### src/rtl/uart_tx_fifo.sv
// Byte FIFO plus drain sequencer feeding a UART transmitter over its valid/data/busy handshake.
// The optional UART_TX_FIFO_DROP_COUNT_EN macro adds a saturating drop counter, drop_count_o.
module uart_tx_fifo #(
  parameter  int DEPTH = 16,
  localparam int CNT_W = $clog2(DEPTH) + 1
) (
  input  logic             clk_i,
  input  logic             reset_ni,
  input  logic             wr_valid_i,
  input  logic [7:0]       wr_data_i,
  output logic             wr_ready_o,
  input  logic             flush_i,
  input  logic             uart_busy_i,
  output logic             uart_data_valid_o,
  output logic [7:0]       uart_data_o,
  output logic [CNT_W-1:0] count_o,
  output logic             empty_o,
  output logic             full_o,
  output logic             overflow_o
`ifdef UART_TX_FIFO_DROP_COUNT_EN
  ,
  output logic [15:0]      drop_count_o
`endif
);

  localparam int ADDR_W = CNT_W - 1;

  typedef enum logic [1:0] {
    IDLE      = 2'd0,
    WAIT_BUSY = 2'd1,
    WAIT_DONE = 2'd2
  } state_t;

  state_t            state_q, state_d;
  logic [7:0]        mem [DEPTH];
  logic [ADDR_W-1:0] wr_ptr_q, rd_ptr_q;
  logic [CNT_W-1:0]  count_q;
  logic              do_wr, do_pop, do_drop;

  assign count_o    = count_q;
  assign empty_o    = (count_q == '0);
  assign full_o     = (count_q == CNT_W'(DEPTH));
  assign wr_ready_o = !full_o;

  // Full is judged on the pre-edge count, so a same-cycle pop does not rescue a write.
  assign do_drop = wr_valid_i && full_o;
  assign do_wr   = wr_valid_i && !full_o && !flush_i;

  always_comb begin
    state_d = state_q;
    do_pop  = 1'b0;
    case (state_q)
      IDLE: begin
        if (!empty_o && !uart_busy_i && !flush_i) begin
          do_pop  = 1'b1;
          state_d = WAIT_BUSY;
        end
      end
      WAIT_BUSY: begin
        if (uart_busy_i) state_d = WAIT_DONE;
      end
      WAIT_DONE: begin
        if (!uart_busy_i) state_d = IDLE;
      end
      default: state_d = IDLE;
    endcase
  end

  always_ff @(posedge clk_i or negedge reset_ni) begin
    if (!reset_ni) begin
      state_q           <= IDLE;
      uart_data_valid_o <= 1'b0;
      uart_data_o       <= 8'h00;
    end else begin
      state_q           <= state_d;
      uart_data_valid_o <= do_pop;
      if (do_pop) uart_data_o <= mem[rd_ptr_q];
    end
  end

  always_ff @(posedge clk_i or negedge reset_ni) begin
    if (!reset_ni) begin
      wr_ptr_q   <= '0;
      rd_ptr_q   <= '0;
      count_q    <= '0;
      overflow_o <= 1'b0;
    end else begin
      overflow_o <= do_drop;
      if (flush_i) begin
        wr_ptr_q <= '0;
        rd_ptr_q <= '0;
        count_q  <= '0;
      end else begin
        if (do_wr)  wr_ptr_q <= wr_ptr_q + ADDR_W'(1);
        if (do_pop) rd_ptr_q <= rd_ptr_q + ADDR_W'(1);
        count_q <= count_q + CNT_W'(do_wr) - CNT_W'(do_pop);
      end
    end
  end

  // Storage needs no reset; count_q alone decides which entries are live.
  always_ff @(posedge clk_i) begin
    if (do_wr) mem[wr_ptr_q] <= wr_data_i;
  end

`ifdef UART_TX_FIFO_DROP_COUNT_EN
  always_ff @(posedge clk_i or negedge reset_ni) begin
    if (!reset_ni) begin
      drop_count_o <= 16'h0000;
    end else if (flush_i) begin
      drop_count_o <= 16'h0000;
    end else if (do_drop && (drop_count_o != 16'hFFFF)) begin
      drop_count_o <= drop_count_o + 16'h0001;
    end
  end
`endif

endmodule

### config.mk
export PLATFORM = sky130hd
export DESIGN_NAME = uart_tx_fifo
export DESIGN_NICKNAME = d
export VERILOG_FILES = /design/src/rtl/uart_tx_fifo.sv
export SDC_FILE = /design/constraint.sdc
export NUM_CORES = 1
export LEC_CHECK = 0
export CAP_MARGIN = 10
export CORE_AREA = 2 2 90 127
export DETAILED_ROUTE_END_ITERATION = 8
export DIE_AREA = 0 0 92 129
export GPL_ROUTABILITY_DRIVEN = 0
export PLACE_DENSITY = 0.78
export SLEW_MARGIN = 30
export SYNTH_ARGS = -nofsm -noshare
export SYNTH_HDL_FRONTEND = slang
export SYNTH_SLANG_ARGS = --single-unit
### constraint.sdc
create_clock -name clk_i -period 6.47 [get_ports clk_i]
set_clock_uncertainty 0.15 [all_clocks]
set_input_delay 0.9705 -clock clk_i [delete_from_list [all_inputs] [get_ports clk_i]]
set_output_delay 0.9705 -clock clk_i [all_outputs]
set_load 0.005 [all_outputs]
==> metrics list, run 1 <==
- Post-synthesis sequential area ratio: a little under three quarters
- Clk pwr share: 35.5%
- Number of warnings printed during yosys synthesis: 0
- Type of the worst setup path: in -> reg
* Count of pins on the block boundary: 31
* FP Rows: 45
* Clock tree from TritonCTS: yes
* Adder and majority gate portion of the synthesized area: 2.51%
* FMAX: 244 MHz
- By area, the combinational part of the netlist is dominated by multiplexers.
- In the synthesized netlist the dominant register cell turns out to be edfxtp_1.
- Of the available clock period, the critical path in the final layout requires around 63%.
* Max-slew headroom: 37.3%
- Maximum number of pins on one net before global-route repair: 36
- The flow ran to the end, and the final reports show no timing, DRC or antenna violations.
- For the worst-skew pair, the clock arrives at the later sink with an insertion delay of around 0.42 ns.
- Floorplan die area: roughly 12000 µm²
- In the synthesized netlist, mux cells make up 13.1% of the area.
- The clock net in this run drives a total of around 150 sinks.
* Post-CTS setup-driven buffer insertion count: 0
* DRC Markers: 0
- Net switching is 26.1% of the power.
* Unrepaired setup endpoints after global routing: false
- In the final routed layout, each cell accounts on average for 22.9 µm.
* Number of max-capacitance violations reported: 0
- Flop pwr share: 44.9%
- For this block, the routed nets add up to between 10 and 15 mm of wire.
- Transition time at the pin with the least slew margin: 0.937 ns
- Syn-to-layout area delta: 14.8%
* Fraction of layout cells with a size suffix above 1: around 22%
* Internal cell power: 2.00 mW
- For this design the total switching power over the nets is around 0.71 mW.
* Leading area contributor after synthesis: edfxtp_1
* Final Slew Violations: 0
- Synth top area share: 61.1%
* Largest cells by area after synthesis: edfxtp_1 (61%), mux4_2 (11%), dfrtp_1 (9.9%)
- Max clock buf depth: 2
* Critical Path RT: 6.65 ns
* Vias post-DR: 3065
- Maximum vdd ir drop: 0.234 mV
- Leaving out fill and tap cells, the most frequent cell in the layout is edfxtp_1.
* Final TNS setup: 0 ns
- On the final layout, the worst hold slack is between 0.3 and 0.4 ns.
- Most used cells in the layout excluding fill and tap cells: edfxtp_1 (128), nor2_1 (34), mux4_2 (32)
- Number of buffers inserted by port buffering: 30
- Number of global-route vias before repair: 3221
* GR Util All Layers: between 20% and 30%
* Fin. Hold Viols: 0
- Post-route antenna net violation count: 0
* Share of the synthesized area in compound gates (AO/OA/AOI/OAI): 3.84%
- Synthesized netlist net count: 355
- Cells fill 67.5% of the core in the end.
* CTS clk-pin slew, worst paths: roughly 0.060 ns
* Number of vias per cell: 5.93
- In this run the worst hold path is classified as in -> async.
- The synthesized design contains 153 register bits.
* Post-cts sizing count: 0
* # nets final: around 390
- Share of power burned in combinational logic: roughly 20%
- Count of flip-flops with a built-in enable after synthesis: 128
* Initial cell density of the core: 58.8%
* Overflow after GRT: 0
* Crit path arrival time: 4.28 ns
- In the synthesized netlist the async set-or-reset flop fraction comes to 16.3%.
- After the first detailed-routing iteration, the DRC count stood at between 200 and 250.
- Iteration count of the initial detailed-routing pass: 4
- In this run the power density over the cells is 375 nW/µm².
- Critical path launch point type: primary input
- Gate count of the mapped netlist: 330
* Post-DP HPWL: about 7.3 mm
- The die is 92 µm wide.
- CTS root buf: clkbuf_16
- The number of antenna diodes in the final layout is 0.
- Global-route wire length before repair: 18.6 mm
- Clock H-tree levels: 4
- The core region is 10700 µm².
- Initial antenna violation count: 0
- The worst setup path is captured at a flop.
- Avg Synthesized Cell Area: 19.1 µm²
* Total CTS buffers: 17
- Setup violation total in the final timing report: 0
- Post-Synthesis Cell Area: 6290 µm²
- In this run the worst path has a maximum fanout of 24.
* Final worst path period need: 4.10 ns
- Simple-gate portion of the synthesized area: between 5 and 6%
- For this design, the CTS-stage hold fixing added 0 buffers.
- Post-synthesis xor/xnor area fraction: 1.11%
* Leakage power figure: between 2 and 2.5 nW
* Count of cell types in the netlist: 43
- In this run the vertical extent of the chip is roughly 130 µm.
[cells in the mapped netlist, drive strengths merged, types with 5 or more instances]
| cell | number |
|---|---|
| nor2 | 34 |
| mux4 | 32 |
| ha | 11 |
| dfrtp | 25 |
| edfxtp | 128 |
| nand2 | 5 |
| mux2i | 9 |
| buf | 15 |
| o22ai | 8 |
| a221oi | 8 |
| inv | 10 |
[power groups by stage]
stage	sequential, mW	clock, mW	combinational, mW
floorplan	1.21	0	0.364
global placement	1.23	0	0.514
detailed placement	1.24	0	0.527
CTS	1.22	0.969	0.536
global route	1.22	1.01	0.585
finish	1.21	0.959	0.532
[kinds of logic (layout without fill, tap and decap cells)]
| group | count (synthesis) | in the layout |
|---|---|---|
| buf+inv | 27 | 73 |
| simple gates | 65 | 65 |
| xor+xnor | 8 | 8 |
| compound gates | 23 | 23 |
| flops | 153 | 153 |
| mux | 42 | 42 |
| fa+ha+maj | 12 | 12 |
[through the flow]
stage | area, µm² | total power [mW] | std cells | setup WS [ns]
finish | 7220 | 2.71 | 517 | 2.37
global route | 7220 | 2.82 | 517 | 2.13
CTS | 7220 | 2.72 | 517 | 2.36
detailed placement | 6630 | 1.76 | 485 | 1.94
global placement | 6630 | 1.74 | 485 | 2.11
floorplan | 6290 | 1.57 | 330 | 3.16
[layer usage]
layer / track usage (%) / up-vias / wire [µm]
met4: 6.67 / 0 / 170
met5: 0 / - / 0
met2: 38.2 / 90 / 6340
met3: 5.91 / 15 / 593
met1: 27.3 / 1599 / 4740
li1: - / 1361 / -
[worst max-delay path: stages]
cell	delay, ns
clkdlybuf4s50_1	0.74
nor4_2	0.45
nor2b_4	0.61
ha_1	0.34
inv_1	0.05
ha_1	0.15
inv_1	0.05
fa_1	0.38
nor2b_1	0.17
o21bai_1	0.09
nand3_1	0.08
nor3b_1	0.18
[final cells by class]
class                   instances  area [µm²]
flip-flops and latches        153        4470
fillers                       707        3480
well taps                     141         176
multi-input cells             150        1640
inverters                      10        37.5
repair buffers                 31         303
clock inverters                 8        53.8
clock buffers                  24         536
[flip-flops by register name, summed over array words and instances, names as in the netlist]
register,flops
rd_ptr_q,4
mem,128
overflow_o,1
uart_data_valid_o,1
uart_data_o,8
count_o,5
wr_ptr_q,4
state_q,2
[worst paths after layout]
kind / from / end / slack (ns) / depth (start not counted)
max: flush_i / count_o[4]$_DFF_PN0_ / 2.37 / 12
min: reset_ni / wr_ptr_q[0]$_DFFE_PN0P_ / 0.39 / 1
max reg2reg: count_o[3]$_DFF_PN0_ / count_o[4]$_DFF_PN0_ / 3.38 / 13
min reg2reg: state_q[0]$_DFFE_PN0P_ / state_q[0]$_DFFE_PN0P_ / 0.41 / 1
max in group asynchronous: reset_ni / rd_ptr_q[1]$_DFFE_PN0P_ / 5.37 / 1
min in group clk_i: state_q[0]$_DFFE_PN0P_ / state_q[0]$_DFFE_PN0P_ / 0.41 / 1
Note: power is estimated with default switching activity, not from simulation.
==> run 2: changes to the inputs <==
--- a/config.mk
+++ b/config.mk
@@ -6,11 +6,11 @@
 export NUM_CORES = 1
 export LEC_CHECK = 0
 export CAP_MARGIN = 10
-export CORE_AREA = 2 2 90 127
+export CORE_AREA = 2 2 95 133
 export DETAILED_ROUTE_END_ITERATION = 8
-export DIE_AREA = 0 0 92 129
+export DIE_AREA = 0 0 97 135
 export GPL_ROUTABILITY_DRIVEN = 0
-export PLACE_DENSITY = 0.78
+export PLACE_DENSITY = 0.74
 export SLEW_MARGIN = 30
 export SYNTH_ARGS = -nofsm -noshare
 export SYNTH_HDL_FRONTEND = slang
==> constraint.sdc (replaced) <==
create_clock -name clk_i -period 3.5 [get_ports clk_i]
set_clock_uncertainty 0.15 [all_clocks]
set_input_delay 0.525 -clock clk_i [delete_from_list [all_inputs] [get_ports clk_i]]
set_output_delay 0.525 -clock clk_i [all_outputs]
set_load 0.005 [all_outputs]
==> metrics list, run 2 (synthesis results as in run 1) <==
- Result of the run: finished, final reports clean
- Vias post-DR: 3090
* Maximum vdd ir drop: 0.375 mV
- In the routed design, unresolved DRC markers number 0.
- Combined buffer and inverter count along the critical path: 3
- Of all nets on the critical path, the largest fanout is 7.
* Number of buffers inserted by port buffering: 30
* Max clock buf depth: 2
- Hold Path Origin: state_q[0]$_DFFE_PN0P_
- After filler insertion, the fill cell instance count of the layout stands at 819.
* Maximum number of pins on one net before global-route repair: 35
* Largest register FFs: 128
- FP Rows: between 40 and 50
- In the finished design, the share of the clock period the worst path needs comes to 82.4%.
- After clock tree synthesis, the clock-pin slew on the worst setup and hold paths is 0.06 ns.
- The tool flagged a number of max-cap violations equal to 0.
* R2R depth: 14
- For this design the top-level I/O count stands at 31.
* Critical path launch point type: flop
- CP top delay family: adder cells
- Compared with the post-synthesis result, the final layout area differs by 17.3%.
- The net count of the finished layout is about 410.
* End of the worst register-to-register path: count_o[4]$_DFF_PN0_
- For the pin with the worst max-slew slack, the measured transition is 0.856 ns.
* Clock sink total: 153
* Most common library cell in the layout ignoring fill and taps: edfxtp_1
- Core area: 11800 µm²
- Initial drt markers: ~170
- Global-route wire length before repair: about 18 mm
* Clock tree from TritonCTS: yes
- The HPWL after detailed placement is about 7.4 mm.
- Overflow after GRT: 0
- For this design the static power due to leakage is 2.52 nW.
- In the post-route analysis, the smallest setup slack over all paths is just over 0.6 ns.
* Final Slew Violations: 0
- Data on the critical path is required at its endpoint by 3.64 ns.
* Slowest library cell on the worst path: dfrtp_1
- Cell-by-cell listing of the critical path: inv_1, ha_1, nand4bb_1, and2_1, nand2b_1, ha_1, inv_1, ha_1, inv_1, fa_1, nor2b_1, o21bai_1, a21oi_1, nor3b_1
- Post-CTS timing repair inserted 0 buffers for setup.
* Iteration count of the initial detailed-routing pass: 4
* Setup violation total in the final timing report: 0
- Total CTS buffers: 17
- Vert. Die Dim: 135 µm
- Using the TritonRoute via totals, the vias-per-cell ratio works out to approximately 5.7.
- The number of antenna violations at the first check in global routing came to 0.
- Summed over all failing endpoints, the final setup total negative slack is 0 ns.
- Once the floorplan was initialized, standard cells occupied 53.2% of the core.
- The die covers roughly 13000 µm².
- Capturing element type of the critical path: flop
- Final worst path period need: 2.88 ns
- Path class of the lowest-slack min-delay path: reg -> reg
- After clock tree synthesis, the flow added hold-fix buffers numbering 1.
* Delay contributed by the slowest stage of the critical path: about 0.37 ns
- The clock tree synthesis step divided the H-tree into 4 levels.
- Measured along the x axis, the die boundary spans 97 µm.
- Register with the highest flop count: mem
- Avg WL per Cell: between 20 and 25 µm
- Setup slack on the worst flop-to-flop path: 0.62 ns
- The worst hold path terminates at state_q[0]$_DFFE_PN0P_.
- Across every metal layer, demand over resource in global routing totals 18.8%.
- Setup repair after global routing left no endpoint under its margin.
- In this run, post-CTS repair resized a total of 0 instances.
* Source-to-sink clock delay at the later pin of the worst-skew pair: 0.41 ns
- Post-detailed-routing wire length: about 11 mm
- Areal power density over the cells: 681 nW/µm²
* Type of the worst setup path: reg -> reg
- The number of global-route vias before repair came to 3233.
* Fin. Hold Viols: 0
- In the final layout, the share of cells above drive strength 1 is 25.9%.
- FMAX: 347 MHz
* Setup WS pre-CTS: 0.397 ns
- STA puts the critical path data arrival time at roughly 3.0 ns.
* Launch point of the worst reg-to-reg path: count_o[2]$_DFF_PN0_
- Number of antenna cells inserted: 0
- In this run the tightest slew margin relative to its limit is 42.8%.
* Cell depth of the worst min-delay path: 1
* Post-route antenna net violation count: 0
- Leaving out fill and tap cells, the most frequent cells in the layout are edfxtp_1 (128), nor2_1 (34), mux4_2 (32).
- CTS root buf: clkbuf_16
run 2: cell types whose count changed in the layout (fill, tap and decap cells not counted), moves of 2 or more:
cell / delta
clkbuf_8: -2
clkinvlp_4: +2
clkinv_4: +3
clkbuf_16: -3
inv_4: -3
clkbuf_1: -2
buf_4: +16
inv_6: +4
bufinv_16: +2
run 2: worst max-delay path by stage:
stage | startpoint | to | slack, ns | cells past startpoint
6_report | count_o[2]$_DFF_PN0_ | count_o[4]$_DFF_PN0_ | 0.62 | 14
5_1_grt | count_o[3]$_DFF_PN0_ | count_o[4]$_DFF_PN0_ | 0.34 | 14
4_1_cts | count_o[2]$_DFF_PN0_ | count_o[4]$_DFF_PN0_ | 0.58 | 14
3_5_place_dp | flush_i | count_o[4]$_DFF_PN0_ | 0.40 | 12
3_3_place_gp | flush_i | count_o[4]$_DFF_PN0_ | 0.47 | 12
2_1_floorplan | flush_i | count_o[4]$_DFF_PN0_ | 0.64 | 13
run 2: layout make-up:
class | instances | area [µm²] | area share, %
Clock buffer | 17 | 425 | 5.77
Clock inverter | 15 | 166 | 2.26
Inverter | 10 | 37.5 | 0.509
Multi-Input combinational cell | 150 | 1640 | 22.2
Sequential cell | 153 | 4470 | 60.6
Tap cell | 147 | 184 | 2.49
Timing Repair Buffer | 49 | 453 | 6.14
run 2: power by group:
part           switching [mW]  total [mW]  internal (mW)
clock                   0.727        1.79           1.06
sequential              0.146        2.25           2.10
combinational           0.448       0.981          0.533
total                    1.32        5.02           3.70
run 2: per-layer routing:
| layer | vias to the layer above | part of all wire [%] | GRT usage (%) |
|---|---|---|---|
| li1 | 1400 | - | - |
| met1 | 1603 | 42 | 24.3 |
| met2 | 77 | 53 | 31.8 |
| met3 | 10 | 3.9 | 4.81 |
| met4 | 0 | 1.0 | 5.56 |
| met5 | - | 0 | 0 |
run 2: through the flow:
stage | hold WS, ns | instance area, µm² | util [%] | instances | power, mW
global route | 0.444 | 7380 | 62.4 | 541 | 5.25
floorplan | 0.0794 | 6290 | - | 330 | 2.90
finish | 0.399 | 7380 | 62.4 | 541 | 5.02
global placement | 0.380 | 6780 | 57.4 | 508 | 3.25
detailed placement | 0.389 | 6780 | 57.3 | 508 | 3.27
CTS | 0.403 | 7380 | 62.4 | 541 | 5.07
==> run 3: changes to the inputs <==
--- a/config.mk
+++ b/config.mk
@@ -6,11 +6,11 @@
 export NUM_CORES = 1
 export LEC_CHECK = 0
 export CAP_MARGIN = 10
-export CORE_AREA = 2 2 95 133
+export CORE_AREA = 2 2 90 127
 export DETAILED_ROUTE_END_ITERATION = 8
-export DIE_AREA = 0 0 97 135
+export DIE_AREA = 0 0 92 129
 export GPL_ROUTABILITY_DRIVEN = 0
-export PLACE_DENSITY = 0.74
+export PLACE_DENSITY = 0.78
 export SLEW_MARGIN = 30
 export SYNTH_ARGS = -nofsm -noshare
 export SYNTH_HDL_FRONTEND = slang
==> constraint.sdc (replaced) <==
create_clock -name clk_i -period 2.8 [get_ports clk_i]
set_clock_uncertainty 0.15 [all_clocks]
set_input_delay 0.42 -clock clk_i [delete_from_list [all_inputs] [get_ports clk_i]]
set_output_delay 0.42 -clock clk_i [all_outputs]
set_load 0.005 [all_outputs]
==> metrics list, run 3 (synthesis results as in run 1) <==
- Number of antenna cells inserted: 0
- Vias post-DR: 3155
- Capturing element type of the critical path: flop
- Vert. Die Dim: 129 µm
- Minimum hold slack: 0.222 ns
- The cell sitting at the root of the clock tree is a clkbuf_16.
* Launch point of the worst reg-to-reg path: count_o[2]$_DFF_PN0_
- Source-to-sink clock delay at the later pin of the worst-skew pair: 0.42 ns
- Measured in cells, the most critical reg-to-reg path has a length of 13.
* Floorplan die area: 11900 µm²
- Total CTS buffers: 17
* Core area: ~11000 µm²
- Net switching is 27.1% of the power.
* Clock H-tree levels: 4
- Clock sink total: 153
- Clock tree from TritonCTS: yes
- Most common library cell in the layout ignoring fill and taps: edfxtp_1
* Power spent charging and discharging nets: 1.71 mW
- Number of max-capacitance violations reported: 0
* Post-DP HPWL: ~7.6 mm
- Transition time at the pin with the least slew margin: 0.541 ns
- Cell internal power was estimated by the tool at 4.61 mW.
- Maximum vdd ir drop: 0.610 mV
- Clk pwr share: 34.4%
- Critical Path RT: 2.95 ns
* Final standard cell area without fillers: 7440 µm²
- Hold Buf Count CTS: 0
* # nets final: 415
* Die width: 92 µm
* Max-slew headroom: 63.9%
- Initial cell density of the core: roughly three fifths
* Share of power burned in combinational logic: 21.7%
* Iteration count of the initial detailed-routing pass: 4
- Flop pwr share: 43.9%
* GR Util All Layers: 22.1%
- DRC Markers: 0
- The path class of the tightest hold or removal check is in -> async.
* FP Rows: 45
- In this run the cell area measured after placement is 6840 µm².
- The final number of hold-violating endpoints is 0.
* Fraction of layout cells with a size suffix above 1: 29.0%
- Global-route wire length before repair: around 18 mm
- Final worst path period share: 94.4%
- FMAX: 378 MHz
- Number of global-route vias before repair: 3252
- The count of buffers added on input and output ports is 30.
- From synthesis to final layout, the design area changed by 18.3%.
* Critical path launch point type: flop
* Initial antenna violation count: 0
* Final worst path period need: around 2.6 ns
- In this run the remaining antenna-violating nets after routing total 0.
- Final Slew Violations: 0
- The register with the most flip-flops in the layout has 128 of them.
- Number of vias per cell: 5.80
- Count of pins on the block boundary: 31
* Max clock buf depth: 2
* Crit path arrival time: 2.80 ns
* Areal power density over the cells: 849 nW/µm²
- Worst-path maximum fanout: 3
- In this run, the number of DRC markers left after iteration 0 of detailed routing was around 230.
- Setup slack on the worst flop-to-flop path: 0.16 ns
* CTS clk-pin slew, worst paths: roughly 0.060 ns
* Post-detailed-routing wire length: ~12 mm
- Register with the highest flop count: mem
* End of the worst register-to-register path: count_o[4]$_DFF_PN0_
- Overflow after GRT: 0
- Entering global routing, the biggest net connects 36 pins.
- Power, Total: 6.32 mW
- Type of the worst setup path: reg -> reg
* Leakage power figure: 2.56 nW
- The run finished with clean final reports.
- The library cells used most frequently in the layout, excluding fill and tap cells, are edfxtp_1 (128), nor2_1 (34), mux4_2 (32).
- Avg WL per Cell: 22.0 µm
- Setup violations remaining at the end of the flow were counted as 0.
- Measured on the finished design, the core utilization comes to a little over two thirds.
[run 3: cell count changes in the layout (fill, tap and decap cells not counted), moves of 2 or more]
cell,before,now
buf_4,17,27
clkinv_4,4,2
inv_1,10,8
inv_2,0,2
inv_8,0,2
[run 3: worst max-delay path by stage]
stage | slack [ns] | from | depth (start not counted) | end
3_3_place_gp | -0.14 | flush_i | 12 | count_o[4]$_DFF_PN0_
2_1_floorplan | 0.03 | count_o[3]$_DFF_PN0_ | 14 | count_o[4]$_DFF_PN0_
3_5_place_dp | -0.24 | flush_i | 12 | count_o[4]$_DFF_PN0_
5_1_grt | -0.006 | count_o[2]$_DFF_PN0_ | 13 | count_o[4]$_DFF_PN0_
4_1_cts | 0.01 | count_o[2]$_DFF_PN0_ | 13 | count_o[4]$_DFF_PN0_
6_report | 0.16 | count_o[2]$_DFF_PN0_ | 13 | count_o[4]$_DFF_PN0_
[run 3: worst max-delay path: stages (launching register included)]
cell      delay (ns)
dfrtp_1         0.41
inv_2           0.10
ha_4            0.14
nor4b_4         0.31
nor2b_4         0.08
ha_1            0.29
inv_1           0.05
ha_1            0.15
inv_1           0.06
fa_2            0.34
nor2b_2         0.13
o21bai_1        0.11
a21oi_2         0.15
nor3b_2         0.06
[run 3: cell type report]
type / count / area, µm²
sequential: 153 / 4470
fill: 641 / 3260
multi-input combinational: 150 / 1670
timing repair buffer: 58 / 523
clock buffer: 18 / 429
tap: 141 / 176
clock inverter: 14 / 139
inverter: 10 / 37.5
[run 3: layer usage]
layer,track usage (%),part of all wire [%],vias to the layer above
met4,9.57,2.2,0
met2,38.2,54,93
met1,26.1,39,1629
li1,-,-,1410
met3,6.15,4.6,23
met5,0,0,-
[run 3: stage by stage]
step                       TNS, ns  cells  worst slack, ns
after floorplan                  0    330           0.0336
after global placement      -0.136    511           -0.136
after detailed placement    -0.235    511           -0.235
after CTS                        0    543           0.0134
after global routing      -0.00579    544         -0.00579
final                            0    544            0.157
[run 3: what timing repair did]
| item | CTS | global route |
|---|---|---|
| buffers inserted | 0 | 1 |
| endpoints found under the setup margin | 0 | 1 |
| gates resized for setup | 0 | 8 |
[run 3: power groups by stage]
stage	Sequential [mW]	Clock, mW	Combinational [mW]
finish	2.77	2.18	1.37
global route	2.79	2.31	1.51
CTS	2.77	2.21	1.33
detailed placement	2.82	0	1.33
global placement	2.81	0	1.28
floorplan	2.79	0	0.841
